--- src/rtl/sram_arbiter.sv ---
// Round-robin arbiter sharing one SRAM controller between a data-side port (0)
// and an instruction-side port (1); the winning command is latched for the whole access.
//
// state  | meaning
// IDLE   | no access in flight, SRAM enables low, arbitrating pending requests
// GRANT0 | port 0 command latched and driven to the SRAM until sram_ready
// GRANT1 | port 1 command latched and driven to the SRAM until sram_ready
module sram_arbiter #(
  parameter int ADDR_W  = 32,
  parameter int WDATA_W = 32,
  parameter int RDATA_W = 64
) (
  input  logic               clk,
  input  logic               rst,
  input  logic               p0_read_en,
  input  logic               p0_write_en,
  input  logic [ADDR_W-1:0]  p0_address,
  input  logic [WDATA_W-1:0] p0_write_data,
  output logic [RDATA_W-1:0] p0_read_data,
  output logic               p0_ready,
  input  logic               p1_read_en,
  input  logic               p1_write_en,
  input  logic [ADDR_W-1:0]  p1_address,
  input  logic [WDATA_W-1:0] p1_write_data,
  output logic [RDATA_W-1:0] p1_read_data,
  output logic               p1_ready,
  output logic               sram_read_en,
  output logic               sram_write_en,
  output logic [ADDR_W-1:0]  sram_address,
  output logic [WDATA_W-1:0] sram_write_data,
  input  logic [RDATA_W-1:0] sram_read_data,
  input  logic               sram_ready
);

  typedef enum logic [1:0] {IDLE, GRANT0, GRANT1} state_t;

  state_t               state_q, state_d;
  logic                 last_grant_q, last_grant_d;
  logic                 cmd_is_write_q, cmd_is_write_d;
  logic [ADDR_W-1:0]    cmd_addr_q, cmd_addr_d;
  logic [WDATA_W-1:0]   cmd_wdata_q, cmd_wdata_d;
  logic [RDATA_W-1:0]   hold0_q, hold0_d;
  logic [RDATA_W-1:0]   hold1_q, hold1_d;

  logic req0, req1, grant0, grant1;

  assign req0   = p0_read_en | p0_write_en;
  assign req1   = p1_read_en | p1_write_en;
  assign grant0 = (state_q == GRANT0);
  assign grant1 = (state_q == GRANT1);

  always_comb begin
    state_d        = state_q;
    last_grant_d   = last_grant_q;
    cmd_is_write_d = cmd_is_write_q;
    cmd_addr_d     = cmd_addr_q;
    cmd_wdata_d    = cmd_wdata_q;
    hold0_d        = hold0_q;
    hold1_d        = hold1_q;
    case (state_q)
      IDLE: begin
        // On a tie the port that did not win last time is served.
        if (req0 && (!req1 || last_grant_q)) begin
          state_d        = GRANT0;
          last_grant_d   = 1'b0;
          cmd_is_write_d = p0_write_en;
          cmd_addr_d     = p0_address;
          cmd_wdata_d    = p0_write_data;
        end else if (req1) begin
          state_d        = GRANT1;
          last_grant_d   = 1'b1;
          cmd_is_write_d = p1_write_en;
          cmd_addr_d     = p1_address;
          cmd_wdata_d    = p1_write_data;
        end
      end
      GRANT0: begin
        if (sram_ready) begin
          state_d = IDLE;
          if (!cmd_is_write_q) hold0_d = sram_read_data;
        end
      end
      GRANT1: begin
        if (sram_ready) begin
          state_d = IDLE;
          if (!cmd_is_write_q) hold1_d = sram_read_data;
        end
      end
      default: state_d = IDLE;
    endcase
  end

  always_ff @(posedge clk or negedge rst) begin
    if (!rst) begin
      state_q        <= IDLE;
      last_grant_q   <= 1'b1;
      cmd_is_write_q <= 1'b0;
      cmd_addr_q     <= '0;
      cmd_wdata_q    <= '0;
      hold0_q        <= '0;
      hold1_q        <= '0;
    end else begin
      state_q        <= state_d;
      last_grant_q   <= last_grant_d;
      cmd_is_write_q <= cmd_is_write_d;
      cmd_addr_q     <= cmd_addr_d;
      cmd_wdata_q    <= cmd_wdata_d;
      hold0_q        <= hold0_d;
      hold1_q        <= hold1_d;
    end
  end

  // Enables decode straight from state so an async reset drops them at once.
  assign sram_write_en   = (grant0 | grant1) & cmd_is_write_q;
  assign sram_read_en    = (grant0 | grant1) & ~cmd_is_write_q;
  assign sram_address    = cmd_addr_q;
  assign sram_write_data = cmd_wdata_q;

  assign p0_ready     = ~req0 | (grant0 & sram_ready);
  assign p1_ready     = ~req1 | (grant1 & sram_ready);
  assign p0_read_data = (grant0 & sram_ready) ? sram_read_data : hold0_q;
  assign p1_read_data = (grant1 & sram_ready) ? sram_read_data : hold1_q;

endmodule
--- config.mk ---
export PLATFORM = sky130hd
export DESIGN_NAME = sram_arbiter
export DESIGN_NICKNAME = d
export VERILOG_FILES = /design/src/rtl/sram_arbiter.sv
export SDC_FILE = /design/constraint.sdc
export NUM_CORES = 1
export LEC_CHECK = 0
export CORE_MARGIN = 4
export CORE_UTILIZATION = 44
export CTS_CLUSTER_DIAMETER = 120
export DETAILED_ROUTE_END_ITERATION = 6
export PLACE_DENSITY = 0.82
export SLEW_MARGIN = 5
export SYNTH_ARGS = -nofsm -noshare
export SYNTH_HDL_FRONTEND = slang
export SYNTH_SLANG_ARGS = --single-unit
--- constraint.sdc ---
create_clock -name clk -period 2.7 [get_ports clk]
set_clock_uncertainty 0.1 [all_clocks]
set_input_delay 0.405 -clock clk [delete_from_list [all_inputs] [get_ports clk]]
set_output_delay 0.405 -clock clk [all_outputs]
set_load 0.01 [all_outputs]
==> results of run 1 <==
[worst max-delay path, delay by kind of cell, from the launching register on]
kind                       cells  cell delay, ps
DFF                            1             380
adders and majority gates      1             210
buffers and inverters          4             680
muxes                          1             340
and+or+nand+nor                1             110
[area by class of cell]
type	count	area share [%]
clock buffer	18	2.96
clock inverter	14	1.12
inverter	3	0.0776
multi-input combinational	542	30.5
sequential	196	33.8
tap	275	2.37
timing repair buffer	425	29.2
[final timing paths]
| kind | end | slack [ps] | depth (start not counted) | from |
|---|---|---|---|---|
| setup / recovery | p0_read_data[33] | 60 | 7 | state_q[1]$_DFFE_PN0P_ |
| hold / removal | hold0_q[55]$_DFFE_PN0P_ | 400 | 1 | hold0_q[55]$_DFFE_PN0P_ |
| setup reg to reg | hold0_q[53]$_DFFE_PN0P_ | 570 | 8 | state_q[1]$_DFFE_PN0P_ |
| hold reg to reg | hold0_q[55]$_DFFE_PN0P_ | 400 | 1 | hold0_q[55]$_DFFE_PN0P_ |
| max in group asynchronous | last_grant_q$_DFFE_PN1P_ | 1300 | 3 | rst |
| min in group asynchronous | hold0_q[42]$_DFFE_PN0P_ | 430 | 2 | rst |
[repair_timing]
action | 4_1_cts | 5_1_grt
hold endpoints to repair | 57 | 0
gates resized for setup | 128 | 20
endpoints found under the setup margin | 127 | 34
hold buffers | 1 | 0
setup buffers | 0 | 3
cloned | 0 | 1
[kinds of logic after synthesis]
logic type,after synthesis
buffers and inverters,74
flip-flops,196
AND/OR/NAND/NOR,80
adder cells (fa/ha/maj),3
AO/OA/AOI/OAI,203
multiplexers,256
[flip-flops by register name, indices dropped and copies added, names as in the netlist]
| register | cells |
|---|---|
| state_q | 2 |
| hold0_q | 64 |
| sram_write_data | 32 |
| sram_address | 32 |
| last_grant_q | 1 |
| cmd_is_write_q | 1 |
| hold1_q | 64 |
[per-layer routing]
metal / part of all wire [%] / global-route usage (%)
met1: 38 / 28.1
met2: 49 / 40.9
met3: 8.9 / 7.05
met4: 4.4 / 11.0
met5: 0 / 0
[power by group through the flow]
| stage | sequential [mW] | combinational, mW | clock (mW) |
|---|---|---|---|
| 2_1_floorplan | 5.26 | 4.48 | 0 |
| 3_3_place_gp | 5.18 | 9.16 | 0 |
| 3_5_place_dp | 5.25 | 9.33 | 0 |
| 4_1_cts | 5.20 | 8.59 | 2.61 |
| 5_1_grt | 5.37 | 9.20 | 2.74 |
| 6_report | 5.20 | 8.57 | 2.55 |
[stage by stage]
step	setup slack (ps)	util (%)	cell area, µm²
after floorplan	616	-	9620
after global placement	32.7	65.7	14000
after detailed placement	-37.9	65.7	14000
after CTS	-105	67.8	14400
after global routing	-6.44	68.2	14500
final	59.9	68.2	14500
[layout by cell type (no fill, tap or decap), types with 17 or more instances in the layout]
cell,instances
mux2_2,256
a21oi_1,65
clkdlybuf4s15_1,17
clkdlybuf4s50_1,265
dfrtp_1,195
clkbuf_16,18
nor2_1,65
o21ai_0,66
dlygate4sd2_1,109
a31oi_1,64
==> summary.txt, run 1 <==
Pwr
  • Sequential power share: roughly a third
  • Clock power share: approximately 16%
  • Leak: roughly 6.3 nW
  • Tot Pwr: about 16 mW
  • Comb pwr share: about 53%
  • Internal Pwr Total: 10.4 mW
  • VDD IR-drop max: ~0.54 mV
  • Net Sw Frac: 36.0%
  • Pwr dens: around 1100 nW/µm²
  • Net switching power figure: just under 6 mW

Yosys
  • Post-synth top cells: mux2_2 (256), dfrtp_1 (195), nor2_1 (66), o21ai_0 (66), a21oi_1 (65)
  • Post-synthesis async set-or-reset flop share: between 90% and 100%
  • Area of the mapped netlist: approximately 9600 µm²
  • Synthesized Nets: 1014
  • EDFF count, synth: 0
  • Synthesis-stage register bit count: roughly 200
  • Portion of netlist area occupied by mux cells: between 20 and 30%
  • Area leader, netlist: dfrtp_1
  • Ys flop type: dfrtp_1
  • Synth Area in Compound Gates: approximately an eighth
  • Synth area leaders: dfrtp_1 (51%), mux2_2 (30%), a31oi_1 (4.2%), o21ai_0 (3.4%), a21oi_1 (3.4%)
  • Syn avg cell area: approximately 12 µm²
  • Simple-gate share of the synthesized area: 3.32%
  • Count leader, synth: mux2_2
  • XOR/XNOR Fraction of Synth Area: 0%
  • Syn Inst Count: between 800 and 900
  • Yosys cell types: 27
  • Largest family of logic cells by synthesized area: multiplexers
  • Post-synthesis sequential area ratio: about half
  • Synth top area share: 50.7%
  • Adder-cell share of the synthesized area: less than 1%
  • Synthesis Warnings: 0

Placement
  • Placer Congestion: roughly 0.87
  • Hpwl dp: between 20000 and 25000 µm
  • Port buffer count: slightly below 400
  • Placed Cells: 1436

Floorplanning
  • # IOs: between 300 and 400
  • Die area: 24300 µm²
  • Die Width: 156 µm
  • Initial Utilization: 45.2%
  • Core footprint: between 20000 and 25000 µm²
  • DIE HEIGHT: between 150 and 200 µm
  • # rows: between 50 and 60

Clock tree
  • Total clock sinks: ~200
  • CTS H-tree depth: 4
  • CTS tree: built
  • Clock Latency Late Sink: roughly 400 ps
  • TritonCTS buffer count: 17
  • Clock slew at reported path FFs: 70 ps
  • CTS root buffer: clkbuf_16
  • CTS max path bufs: 2

Drt
  • WL final: roughly 30000 µm
  • DRC violations left: 0
  • ANT nets after route: 0
  • First-pass detailed-route iteration total: 5
  • Per-cell routed wire length: around 20 µm
  • DR iter-0 viols: 333
  • Via count: ~8100
  • Via/cell ratio: between 5 and 6

Timing
  • Min Hold Slack: between 400 and 500 ps
  • RSZ-0062 raised after global routing: true
  • Final period utilization: between 90% and 100%
  • Setup TNS: 0 ps
  • Minimum clock period: around 2600 ps
  • Final setup fails: 0
  • Slew Limit Fails: 0
  • Fmax: 379 MHz
  • Slew HR: between 50% and 60%
  • Slew at the pin closest to its max-slew limit: between 700 and 800 ps
  • Final Hold Fails: 0

Worst setup path
  • CP arrival: 2140 ps
  • Slowest CP cell: dfrtp_1
  • Critical path class: reg2out
  • Worst Setup Start Kind: flop
  • Max stage delay on crit path: roughly 380 ps
  • Crit end category: primary output
  • Critical Path RT: about 2200 ps
  • CP Max Fanout: 15
  • Cells along the critical path: inv_1 > ha_1 > nand2_4 > buf_4 > clkbuf_16 > mux2_2 > dlygate4sd2_1

Final layout
  • Share of cells above drive strength 1: roughly 28%
  • Layout Nets: approximately 1400
  • Area Growth Syn to Fin: 50.9%
  • Filler cell count: 1619
  • Fin cells: around 1500
  • # diodes: 0
  • Multi-input logic area: 4420 µm²
  • FF/Latch Area: 4910 µm²

Outcome
  • Status: complete, no violations

GRT
  • Vias in the first global route: between 8000 and 9000
  • First-pass GRT wire length: 46300 µm
  • Initial antenna violation count: 0
  • Overall global routing resource usage: ~24%
  • Total congestion overflow: 0
  • Largest net degree at the start of global routing: between 60 and 70

Hold path
  • Class of the worst hold path: reg2reg

Flow run
  • Max-cap violation count: 0
Note: power is estimated with default switching activity, not from simulation.
==> inputs of run 2 (changes only) <==
Clock period 2.7 ns to 2.5 ns, I/O delays scaled along.
==> run 2 against run 1 <==
Via count rose by 2.7%. Final area grew 1.1%. Combinational power increased by 13%. Flip-flop and latch count stayed put. Cell count increased by 1.5%. Total power is 11% higher. Utilization is 0.75 points higher. First-iteration DRC count rose by 25%. Sequential share of layout area down 0.35 points. Register-to-register slack worse by 320 ps. Sequential power increased by 7.9%. Global-route usage is 1.2 points higher.
==> summary.txt, run 2 (synthesized netlist as in run 1, its figures left out) <==
Drt
  • WL final: 31700 µm
  • Per-cell routed wire length: about 21 µm
  • Via/cell ratio: around 5.5
  • DR iter-0 viols: ~420
  • ANT nets after route: 0
  • First-pass detailed-route iteration total: 5
  • DRC violations left: 0
  • Via count: just over 8000

Final layout
  • Area Growth Syn to Fin: 52.5%
  • Most frequent cells in the layout: clkdlybuf4s50_1 (262), mux2_2 (253), dfrtp_1 (193)
  • Layout Nets: between 1000 and 1500
  • Share of cells above drive strength 1: between 30% and 40%
  • Largest registers: hold0_q: 64 flops, hold1_q: 64 flops
  • # diodes: 0
  • Fin util: between 60% and 70%
  • Commonest non-fill, non-tap cell in the layout: clkdlybuf4s50_1

Worst setup path
  • Worst R2R Setup Slack: about 250 ps
  • Critical Path RT: 2030 ps
  • End of the worst register-to-register path: hold1_q[57]$_DFFE_PN0P_
  • Worst Setup Start Kind: flop
  • Crit end category: primary output
  • CP arrival: 1990 ps
  • CP Max Fanout: 8
  • CP Capture Point: p0_read_data[47]
  • Worst setup startpoint: state_q[0]$_DFFE_PN0P_
  • R2R depth: 9
  • RR Startpoint: state_q[0]$_DFFE_PN0P_
  • Critical path class: reg2out

Timing
  • Final period utilization: between 90% and 100%
  • Final setup fails: 0
  • RSZ-0062 raised after global routing: true
  • Slew Limit Fails: 0
  • Slew HR: 51.1%
  • Final Hold Fails: 0
  • Fmax: around 410 MHz
  • Slew at the pin closest to its max-slew limit: 734 ps
  • Setup ws final: around 33 ps
  • Minimum clock period: approximately 2500 ps

GRT
  • Total congestion overflow: 0
  • Largest net degree at the start of global routing: around 70
  • Overall global routing resource usage: about a quarter
  • Vias in the first global route: 8631
  • First-pass GRT wire length: roughly 48000 µm
  • Initial antenna violation count: 0

Placement
  • Hpwl dp: ~22000 µm
  • Placer Congestion: 0.873
  • Place WS: -132 ps
  • Port buffer count: slightly below 400

Clock tree
  • Clock slew at reported path FFs: approximately 80 ps
  • CTS tree: built
  • Total clock sinks: about 200
  • Clock Latency Late Sink: ~420 ps
  • CTS root buffer: clkbuf_16
  • CTS H-tree depth: 4
  • CTS max path bufs: 2
  • TritonCTS buffer count: 17

Floorplanning
  • Die area: roughly 24000 µm²
  • # rows: between 50 and 60
  • DIE HEIGHT: between 150 and 200 µm
  • Core footprint: between 20000 and 25000 µm²
  • Die Width: between 150 and 200 µm
  • # IOs: 395
  • Initial Utilization: between 40% and 50%

Pwr
  • Pwr dens: between 1000 and 1500 nW/µm²
  • Leak: between 6 and 7 nW
  • Tot Pwr: between 15 and 20 mW
  • VDD IR-drop max: 0.591 mV

Outcome
  • Status: complete, no violations

Hold path
  • Hold_sp: p1_write_data[29]
  • Class of the worst hold path: in2reg

Flow run
  • Max-cap violation count: 0
## run 2: timing repair
action / CTS / global route
gates resized for setup: 413 / 74
buffers inserted: 15 / 3
endpoints found under the setup margin: 130 / 119
pin swaps: 1 / 2
hold buffers: 1 / 0
gates cloned: 6 / 1
endpoints found under the hold margin: 61 / 0
## run 2: layer usage
layer	up-vias	global-route usage [%]	part of all wire, %
li1	3751	-	-
met1	4065	29.6	38
met2	388	43.4	50
met3	70	6.99	8.3
met4	0	11.4	4.3
met5	-	0	0
## run 2: area by class of cell
type                    count  area [µm²]
fillers                  1589        6620
flip-flops and latches    196        4910
multi-input cells         542        4480
repair buffers            447        4320
clock buffers              19         453
well taps                 275         344
clock inverters            13         160
inverters                   3        11.3
## run 2: how the worst min path moves through the flow
stage	slack (ps)	cells after the start	end
after global placement	310	1	hold0_q[45]$_DFFE_PN0P_
final	390	3	sram_write_data[29]$_DFFE_PN0P_
after floorplan	-20	0	cmd_is_write_q$_DFFE_PN0P_
after global routing	380	3	sram_address[20]$_DFFE_PN0P_
after detailed placement	310	1	hold0_q[42]$_DFFE_PN0P_
after CTS	370	3	sram_address[17]$_DFFE_PN0P_
## run 2: worst max-delay path, stage by stage, from the launching register on
cell and delay, ps:
dfrtp_2 420, buf_4 150, ha_4 170, nand2_8 90, buf_12 140, buf_16 130
mux2_2 340, clkbuf_2 130
## run 2: through the flow
step / hold WS (ps) / instances / area [µm²] / setup TNS, ps
after floorplan: -20.6 / 812 / 9620 / 0
after global placement: 310 / 1443 / 14000 / -6170
after detailed placement: 307 / 1443 / 14000 / -9690
after CTS: 371 / 1497 / 14800 / -770
after global routing: 379 / 1495 / 14700 / -1570
final: 390 / 1495 / 14700 / 0
## run 2: where the power goes
group	leakage, nW	internal [mW]	switching (mW)
Combinational	3.70	5.28	4.39
Sequential	2.32	4.79	0.819
Clock	0.302	1.49	1.35
Total	6.32	11.6	6.57
